**config.mk**
```make
export PLATFORM = sky130hd
export DESIGN_NAME = wb_regfile
export DESIGN_NICKNAME = d
export VERILOG_FILES = /design/src/rtl/wb_regfile.sv
export SDC_FILE = /design/constraint.sdc
export NUM_CORES = 2
export LEC_CHECK = 0
export CORE_ASPECT_RATIO = 1.2
export CORE_MARGIN = 1
export CORE_UTILIZATION = 30
export CTS_CLUSTER_DIAMETER = 200
export CTS_CLUSTER_SIZE = 40
export DETAILED_ROUTE_END_ITERATION = 6
export PLACE_DENSITY = 0.44
export SLEW_MARGIN = 5
export SYNTH_ARGS = -nofsm -noshare
export SYNTH_HDL_FRONTEND = slang
export SYNTH_SLANG_ARGS = --single-unit
export TNS_END_PERCENT = 30
```
**constraint.sdc**
```tcl
create_clock -name clk -period 3.5 [get_ports clk]
set_clock_uncertainty 0.1 [all_clocks]
set_input_delay 0.7 -clock clk [delete_from_list [all_inputs] [get_ports clk]]
set_output_delay 0.7 -clock clk [all_outputs]
set_load 0.005 [all_outputs]
```
**src/rtl/wb_regfile.sv**
```systemverilog
// wb_regfile: write-back stage and architectural register state.
//   Selects the write-back value from the MEM/WB outputs and commits it either
//   to the 32-entry GPR file (Rd_i[5]=0) or to coprocessor-0 (Rd_i[5]=1;
//   implemented indices 12 Status, 13 Cause, 14 EPC). Interrupt entry and
//   eret update Status/Cause/EPC.
// Ports:
//   clk, rst            clock, synchronous active-high reset
//   RegWrite_i          write-back enable
//   RegData_i           source select (01 memory, else ALU)
//   ALUResult_i         ALU result
//   MemData_i           load data
//   Rd_i                destination (bit5 selects c0)
//   c0Data_i, mfc0_i    mfc0 value and override select
//   rs_addr_i/rt_addr_i GPR read addresses
//   c0_addr_i           c0 read address
//   intr_i, epc_i, cause_i  interrupt entry strobe and captured values
//   eret_i              exception-return strobe
//   rs_data_o/rt_data_o GPR read data (combinational)
//   c0_rdata_o          c0 read data, 0 for unimplemented indices
//   wb_data_o           selected write-back value
//   status_o, epc_o     current Status / EPC
//   intr_en_o           Status[0]
// Optional feature: define WB_BYPASS_EN to forward same-cycle writes to the
//   GPR and c0 read ports.
module wb_regfile (
  input  logic        clk,
  input  logic        rst,
  input  logic        RegWrite_i,
  input  logic [1:0]  RegData_i,
  input  logic [31:0] ALUResult_i,
  input  logic [31:0] MemData_i,
  input  logic [5:0]  Rd_i,
  input  logic [31:0] c0Data_i,
  input  logic        mfc0_i,
  input  logic [4:0]  rs_addr_i,
  input  logic [4:0]  rt_addr_i,
  input  logic [4:0]  c0_addr_i,
  input  logic        intr_i,
  input  logic [31:0] epc_i,
  input  logic [31:0] cause_i,
  input  logic        eret_i,
  output logic [31:0] rs_data_o,
  output logic [31:0] rt_data_o,
  output logic [31:0] c0_rdata_o,
  output logic [31:0] wb_data_o,
  output logic [31:0] status_o,
  output logic [31:0] epc_o,
  output logic        intr_en_o
);

  logic [31:0] gpr_q [32];
  logic [31:0] status_q, status_d;
  logic [31:0] cause_q,  cause_d;
  logic [31:0] epc_q,    epc_d;

  logic gpr_we, c0_we;
  logic [31:0] c0_arr;

  always_comb begin
    if (mfc0_i)                 wb_data_o = c0Data_i;
    else if (RegData_i == 2'b01) wb_data_o = MemData_i;
    else                        wb_data_o = ALUResult_i;
  end

  assign gpr_we = RegWrite_i && !Rd_i[5] && (Rd_i[4:0] != 5'd0);
  assign c0_we  = RegWrite_i && Rd_i[5];

  // mtc0 is applied first, then eret and intr override only the fields they
  // own; Status[31:1] from an mtc0 survives an intr/eret in the same cycle.
  always_comb begin
    status_d = status_q;
    cause_d  = cause_q;
    epc_d    = epc_q;
    if (c0_we) begin
      case (Rd_i[4:0])
        5'd12:   status_d = wb_data_o;
        5'd13:   cause_d  = wb_data_o;
        5'd14:   epc_d    = wb_data_o;
        default: ;
      endcase
    end
    if (intr_i) begin
      status_d[0] = 1'b0;
      cause_d     = cause_i;
      epc_d       = epc_i;
    end else if (eret_i) begin
      status_d[0] = 1'b1;
    end
  end

  always_ff @(posedge clk) begin
    if (rst) begin
      for (int unsigned i = 0; i < 32; i++) gpr_q[i] <= '0;
      status_q <= '0;
      cause_q  <= '0;
      epc_q    <= '0;
    end else begin
      if (gpr_we) gpr_q[Rd_i[4:0]] <= wb_data_o;
      status_q <= status_d;
      cause_q  <= cause_d;
      epc_q    <= epc_d;
    end
  end

  always_comb begin
    case (c0_addr_i)
      5'd12:   c0_arr = status_q;
      5'd13:   c0_arr = cause_q;
      5'd14:   c0_arr = epc_q;
      default: c0_arr = '0;
    endcase
  end

`ifdef WB_BYPASS_EN
  logic c0_impl;
  assign c0_impl = (c0_addr_i == 5'd12) || (c0_addr_i == 5'd13) || (c0_addr_i == 5'd14);

  always_comb begin
    rs_data_o = (rs_addr_i == 5'd0) ? '0 : gpr_q[rs_addr_i];
    rt_data_o = (rt_addr_i == 5'd0) ? '0 : gpr_q[rt_addr_i];
    if (gpr_we && (Rd_i[4:0] == rs_addr_i)) rs_data_o = wb_data_o;
    if (gpr_we && (Rd_i[4:0] == rt_addr_i)) rt_data_o = wb_data_o;
    c0_rdata_o = c0_arr;
    if (c0_we && c0_impl && (Rd_i[4:0] == c0_addr_i)) c0_rdata_o = wb_data_o;
  end
`else
  always_comb begin
    rs_data_o  = (rs_addr_i == 5'd0) ? '0 : gpr_q[rs_addr_i];
    rt_data_o  = (rt_addr_i == 5'd0) ? '0 : gpr_q[rt_addr_i];
    c0_rdata_o = c0_arr;
  end
`endif

  assign status_o  = status_q;
  assign epc_o     = epc_q;
  assign intr_en_o = status_q[0];

endmodule

```
# Word level (Yosys, flattened, before mapping)
# Memory sizes are Yosys's and may differ from the RTL's.
# Index checks and enable logic that the tools add are counted.
[classes] n_reduce_logical=18 n_eq_ne=7 muxes=22
[ops] op="$mux W32" count=11
[ops] op="$pmux W32 S3" count=1
[ops] op="$reduce_or A32 Y1" count=1
[ops] op="$eq A5 B4 Y1 const B" count=6
[ops] op="$logic_not A5 Y1" count=2
[ops] op="$reduce_bool A2 Y1" count=5
[ops] op="$mux W1" count=9
[ops] op="$reduce_and A2 Y1" count=4
[ops] op="$mux W5" count=1
[ops] op="$reduce_bool A5 Y1" count=1
[ops] op="$logic_and A1 B1 Y1" count=3
[ops] op="$eq A2 B1 Y1 const B" count=1
[ops] op="$reduce_or A2 Y1" count=1
[ops] op="$logic_not A1 Y1" count=1
[totals] memories=1 ramBits=1024 ff_bits=96 inputBits=189
[mem_list] name="gpr_q" words=32 width=32 read_ports=2 rd_clocked_by_memory_dff=0 write_ports=32 line_no="51" rtl="logic [31:0] gpr_q [32];"

# Logic depth before layout (Yosys ltp)
[depth] word_depth=8 depth_mapped=7 depth_no_buf=4

# Worst setup path after synthesis
# No wires, ideal clock.
[synth_path] path_type="input port to flip-flop" startpoint="in Rd_i[5]" endpoint="mem gpr_q[13][0], enable pin" cell_stages=4 path_slack_ps=493 arrival_time_ps=2513 setup_ps=394 required_ps=3006 n_path_buf=0 cell_sequence="or3b_2 -> nor3_2 -> nand2_1 -> nand2b_1"
[synth_rtl] element="from (decl)" line_no="32" rtl="input logic [5:0] Rd_i,"
[synth_rtl] element="to (decl)" line_no="51"

# Final worst setup path
[layout_path] startpoint="in rs_addr_i[1]" endpoint="out rs_data_o[29]"
[layout_between] elab_chain_cells=2 word_cells_on_any_way=3
[layout_rtl] element="from (decl)" line_no="35" rtl="input logic [4:0] rs_addr_i,"
[layout_rtl] element="$mem_v2 Z32 W32 or $logic_not A5 Y1 (tied branches)"
[layout_rtl] element="$mux W32 *" line_no="128" rtl="rs_data_o = (rs_addr_i == 5'd0) ? '0 : gpr_q[rs_addr_i];"
[layout_rtl] element="to (decl)" line_no="42" rtl="output logic [31:0] rs_data_o,"
# Every way passes the cells marked *; elsewhere a longest branch is shown, timed or not.

==> flow_summary.yaml <==
synth:
  ys_ff_latch: 1120
  async_flop_share_pct: 0
  synthesis.area_um2: 57500
  synthCells: 4377
  yosysUniqueCellTypes: 42
  ys_seq_area_share_pct: 56.8
  avgSynthCellArea_um2: 13.1
  ys_warn_count: 0
  synth_edf_count: 1024
  synthFlopType: "edfxtp_1"
die:
  fp.dieH_um: 482
  die-area_um2: 193000
  ios: 382
  start_util_pct: 30.3
  design.core.area_um2: 190000
  rows: 175
  die_width_um: 402
sta:
  fin_ws_ns: -0.104
  fin_crit_ns: 3.60
  period_share_pct: 103
  finalSetupViolations: 16
  hold_viol_final: 0
  max_slew_margin_pct: 35.4
  fmax_mhz: 277
  drv_slew: 0
  fin_tns_setup_ns: -0.616
  whs_ns: 0.341
  rsz0062_at_grt: "true"
  tightest_slew_ns: 0.969
clock_tree:
  htreeDepth: 1
  clock_latency_ns: 0.75
  cts_buffers: 31
  clkTransAtPathRegs_ns: 0.17
  holdBufCountCts: 0
  cts_tree: "yes"
  clockBufferDepth: 3
  cts_root_buf: "clkbuf_16"
  cts.sinks: 1120
worst_setup_path:
  worst-setup-path-type: "input port to output port"
  rrSetupSlack_ns: 2.46
  crit_arrival_ns: 2.80
  end_kind: "output port"
  cp-start-kind: "input port"
  path_max_fanout: 8
  crit_required_ns: 2.70
global_route:
  grt_max_degree: 160
  antenna_found_initial: 10
  grt_pass1_vias: 43873
  grt_pass1_wl_um: 354000
  gr-usage-all-layers_pct: 26.0
  overflow: 0
pwr:
  max-vdd-ir-drop_v: 0.000464
  switching_share_pct: 28.7
  p_seq_share_pct: 56.1
  internal-power_mw: 19.9
  combPwrFrac_pct: 22.6
  power_leakage_nw: 27.1
  clock_power_share_pct: 21.3
  powerDensity_nw_per_um2: 376
  p_switching_mw: 8.00
detailed_routing:
  num_vias: 43094
  drc: 0
  wl_per_cell_um: 33.4
  drtIter0Drc: 4197
  final_antenna_net_count: 0
  dr.pass1.iters: 5
  vias_per_cell: 5.61
  drt_wl_total_um: 257000
status:
  violations: "setup timing"
  status: "finished, violations left"
cells_and_area:
  layout.nets: 5372
  drive_above_1_share_pct: 32.7
  syn2layout_area_growth_pct: 29.2
worst_hold_path:
  hold_path_class: "input port to flop"
job:
  drv_cap: 0
place:
  numPortBuffers: 381
  gp_congestion: 0.973
  hpwl_um: 180000
layout by cell type, fill, tap and decap left out, types with 31 or more instances in the layout:
master           count
a211oi_1            33
a21oi_1             31
a22oi_1             36
a311oi_1            93
and3b_1             33
buf_12             189
buf_4              571
buf_6               62
clkbuf_16           33
clkdlybuf4s50_1    289
conb_1              32
dfxtp_1             96
edfxtp_1          1024
inv_1               35
mux2_2              34
mux2i_1            159
mux4_2             448
nand2_1            186
nand2_2             35
nand2b_1            34
nand2b_2            32
nand3_1             60
nor2_1            1063
nor2b_1             57
o21ai_0             58
o21ai_1             43
kinds of logic (layout without fill, tap and decap cells):
family          count (synthesis)  after routing  synth area share [%]
simple gates                 1546           1546                  11.3
flops                        1120           1120                  56.8
mux                           672            672                  21.6
compound gates                530            530                  6.70
buf+inv                       508           1306                  3.60
other cells                     1             35               0.00652
Yosys cell counts, types with 2 or more instances:
library cell / instances / area (um^2)
inv_1: 37 / 139
a221oi_1: 48 / 420
o21ai_0: 144 / 721
or2_2: 4 / 25.0
a211o_1: 30 / 263
and3b_1: 33 / 289
a311oi_1: 127 / 1110
o2111ai_1: 16 / 140
dfxtp_1: 96 / 1920
a22oi_1: 64 / 480
nor4_1: 2 / 12.5
or4_1: 3 / 22.5
nor3b_1: 3 / 22.5
nor2b_1: 68 / 425
buf_4: 11 / 82.6
nor3_2: 4 / 40.0
nor3_1: 3 / 15.0
clkbuf_1: 266 / 998
nand2b_1: 66 / 413
mux4_2: 448 / 10100
nand3_1: 60 / 300
mux2_2: 64 / 721
nand2_1: 223 / 837
edfxtp_1: 1024 / 30700
and2_1: 2 / 12.5
a21oi_1: 31 / 155
or3_1: 3 / 18.8
mux2i_1: 160 / 1600
nor2_1: 1066 / 4000
or3b_1: 2 / 17.5
buf_1: 96 / 360
buf_2: 96 / 480
inv_2: 2 / 7.51
o311a_1: 2 / 20.0
a211oi_1: 66 / 495
sequential cells by signal, summed over array words and instances, names as in the netlist:
register,count
gpr_q,1024
cause_q,32
epc_o,32
status_o,32
timing repair:
action,in CTS,in global routing
resized for setup,521,138
endpoints found under the setup margin,115,58
pin swaps,66,26
gates cloned,11,2
buffers inserted,69,17
cell type report:
cell class | instances | area, um^2
flip-flops and latches | 1120 | 32700
clock buffers | 56 | 870
diodes | 3 | 7.51
inverters | 39 | 153
multi-input cells | 2780 | 24500
repair buffers | 1211 | 13000
fillers | 18240 | 116000
well taps | 2478 | 3100
metal layers:
layer	vias to the layer above	share of wire, %	track usage, %
li1	18119	-	-
met1	22858	40	33.3
met2	1807	49	44.8
met3	306	6.5	3.49
met4	4	4.6	9.69
met5	-	0.010	0
through the flow:
step | area (um^2) | setup WS (ns) | utilization, % | std cells | power, mW
6_report | 74300 | -0.104 | 39.1 | 7687 | 27.9
5_1_grt | 74300 | -0.145 | 39.1 | 7686 | 28.6
4_1_cts | 73900 | -0.206 | 38.9 | 7669 | 28.0
3_5_place_dp | 70700 | -1.20 | 37.2 | 7549 | 21.8
3_3_place_gp | 70700 | -1.21 | 37.2 | 7549 | 21.8
2_1_floorplan | 57600 | 0.493 | - | 4408 | 18.3
final timing paths:
kind | depth (start not counted) | startpoint | end
worst min-delay path | 4 | mfc0_i | status_o[14]$_SDFFE_PP0P_
worst max-delay path | 12 | rs_addr_i[1] | rs_data_o[29]
worst min register to register | 2 | status_o[15]$_SDFFE_PP0P_ | status_o[15]$_SDFFE_PP0P_
worst max register to register | 2 | status_o[24]$_SDFFE_PP0P_ | status_o[24]$_SDFFE_PP0P_
worst max-delay path: stages:
cell and delay [ns]:
buf_16 0.15, buf_16 0.15, buf_6 0.11, buf_12 0.13
buf_6 0.11, mux4_2 0.49, mux2_2 0.28, o21ai_1 0.12
buf_4 0.17, a311oi_1 0.05, buf_4 0.18, buf_4 0.13
power by group through the flow:
| stage | clock, mW | combinational, mW | sequential (mW) |
|---|---|---|---|
| 2_1_floorplan | 0 | 2.54 | 15.8 |
| 3_3_place_gp | 0 | 5.88 | 15.9 |
| 3_5_place_dp | 0 | 5.89 | 15.9 |
| 4_1_cts | 6.05 | 6.26 | 15.6 |
| 5_1_grt | 6.38 | 6.53 | 15.7 |
| 6_report | 5.94 | 6.32 | 15.6 |
(Power assumes the default switching activity.)
==> RTL change: new RTL, same flow settings <==
Register the input `cause_i` before use, with the module's reset. The logic sees it one clock later. The other inputs are not delayed to match.
--- a/src/rtl/wb_regfile.sv
+++ b/src/rtl/wb_regfile.sv
@@ -48,6 +48,16 @@
   output logic        intr_en_o
 );
 
+  logic [31:0] cause_r;
+
+  always_ff @(posedge clk) begin
+    if (rst) begin
+      cause_r <= '0;
+    end else begin
+      cause_r <= cause_i;
+    end
+  end
+
   logic [31:0] gpr_q [32];
   logic [31:0] status_q, status_d;
   logic [31:0] cause_q,  cause_d;
@@ -81,7 +91,7 @@
     end
     if (intr_i) begin
       status_d[0] = 1'b0;
-      cause_d     = cause_i;
+      cause_d     = cause_r;
       epc_d       = epc_i;
     end else if (eret_i) begin
       status_d[0] = 1'b1;
Function: not settled (the Yosys comparison gave no result); the edit may change what the design does.
==> RTL change against the unedited design <==
Critical endpoint is now rt_data_o[1]. Sequential cell count grew 32. Hold slack gained 11 ps. The flow finishes with violations (DRC, setup timing). Synthesized cell count grew 1.5%. Area after synthesis grew 1.5%. Total power grew 3.1%. Largest cell class unchanged. Setup slack gained 12 ps. Critical path depth shrank 1. Routed wire length shrank 0.35%. Global-route usage shrank 0.45 points. Final area grew 2.2%. Highest routed layer unchanged. Register-to-register slack lost 60 ps. Die area grew 1.5%. First-iteration DRC count grew 4.2%.
==> RTL change: results (changes against the unedited design) <==
P_leak 0.0278 uW (was 0.0271 uW); failing checks DRC, setup timing (was setup timing); met2 Track Usage GR 42.4% (was 44.8%); final setup fails 23 (was 16); setup bufs post-CTS 92 (was 69); crit path max fanout 5 (was 8); Tot GR Track Use 25.6% (was 26.0%); Clock buffer cells 48 (was 56); H-tree depth 2 (was 1); status finished, violations left (unchanged); P_seq 16,000 uW (was 15,600 uW); non-clk buf share 17.8% (was 17.5%); placed instance area 71,600 um^2 (was 70,700 um^2); Power Total 28,800 uW (was 27,900 uW); post-route setup TNS -788 ps (was -616 ps); commonest cells in the netlist nor2_1 (1,064), edfxtp_1 (1,024), mux4_2 (448) (was nor2_1 (1,066), edfxtp_1 (1,024), mux4_2 (448)); fraction of area in multi-input gates 32.6% (was 32.9%); maximum vdd ir drop 0.325 mV (was 0.464 mV); combinational gate power 6340 uW (was 6320 uW); total number of vias 43,532 (was 43,094); antenna cells 2 (was 3); max incr delay on CP 540 ps (was 490 ps); # DRC 4 (was 0); Int Pwr 20,600 uW (was 19,900 uW); met2 WL 124 mm (was 125 mm); Fillers 18,405 (was 18,240); worst slew pin tran 932 ps (was 969 ps); #MultiIn Comb 2,811 (was 2,780); pre-CTS WS -890 ps (was -1200 ps); met1 usage 33.9% (was 33.3%); CTS resizes 618 (was 521); initial antenna violation count 16 (was 10); Avg WL per Cell 32.4 um (was 33.4 um); worst setup margin -92.2 ps (was -104 ps)
## RTL change: cells by family (layout without fill, tap and decap cells)
group,count (synthesis),after routing,share of synthesized area (%)
simple gates,1577,1577,11.5
buf+inv,510,1345,3.58
other cells,1,34,0.00642
mux,672,672,21.3
compound gates,530,530,6.62
flops,1152,1152,57.1
## RTL change: path summary, 6_finish.rpt
| kind | start | to | slack [ps] | cells after the start |
|---|---|---|---|---|
| setup / recovery | rt_addr_i[1] | rt_data_o[1] | -90 | 11 |
| hold / removal | rst | cause_r[23]$_SDFF_PP0_ | 350 | 3 |
| setup reg to reg | status_o[0]$_SDFFE_PP0P_ | status_o[0]$_SDFFE_PP0P_ | 2400 | 2 |
| hold reg to reg | cause_r[27]$_SDFF_PP0_ | cause_q[27]$_SDFFE_PP0P_ | 370 | 2 |
## RTL change: per-stage QoR
stage | hold WS, ps | std cells
after floorplan | 334 | 4473
after global placement | 344 | 7736
after detailed placement | 357 | 7736
after CTS | 377 | 7879
after global routing | 386 | 7904
final | 352 | 7905
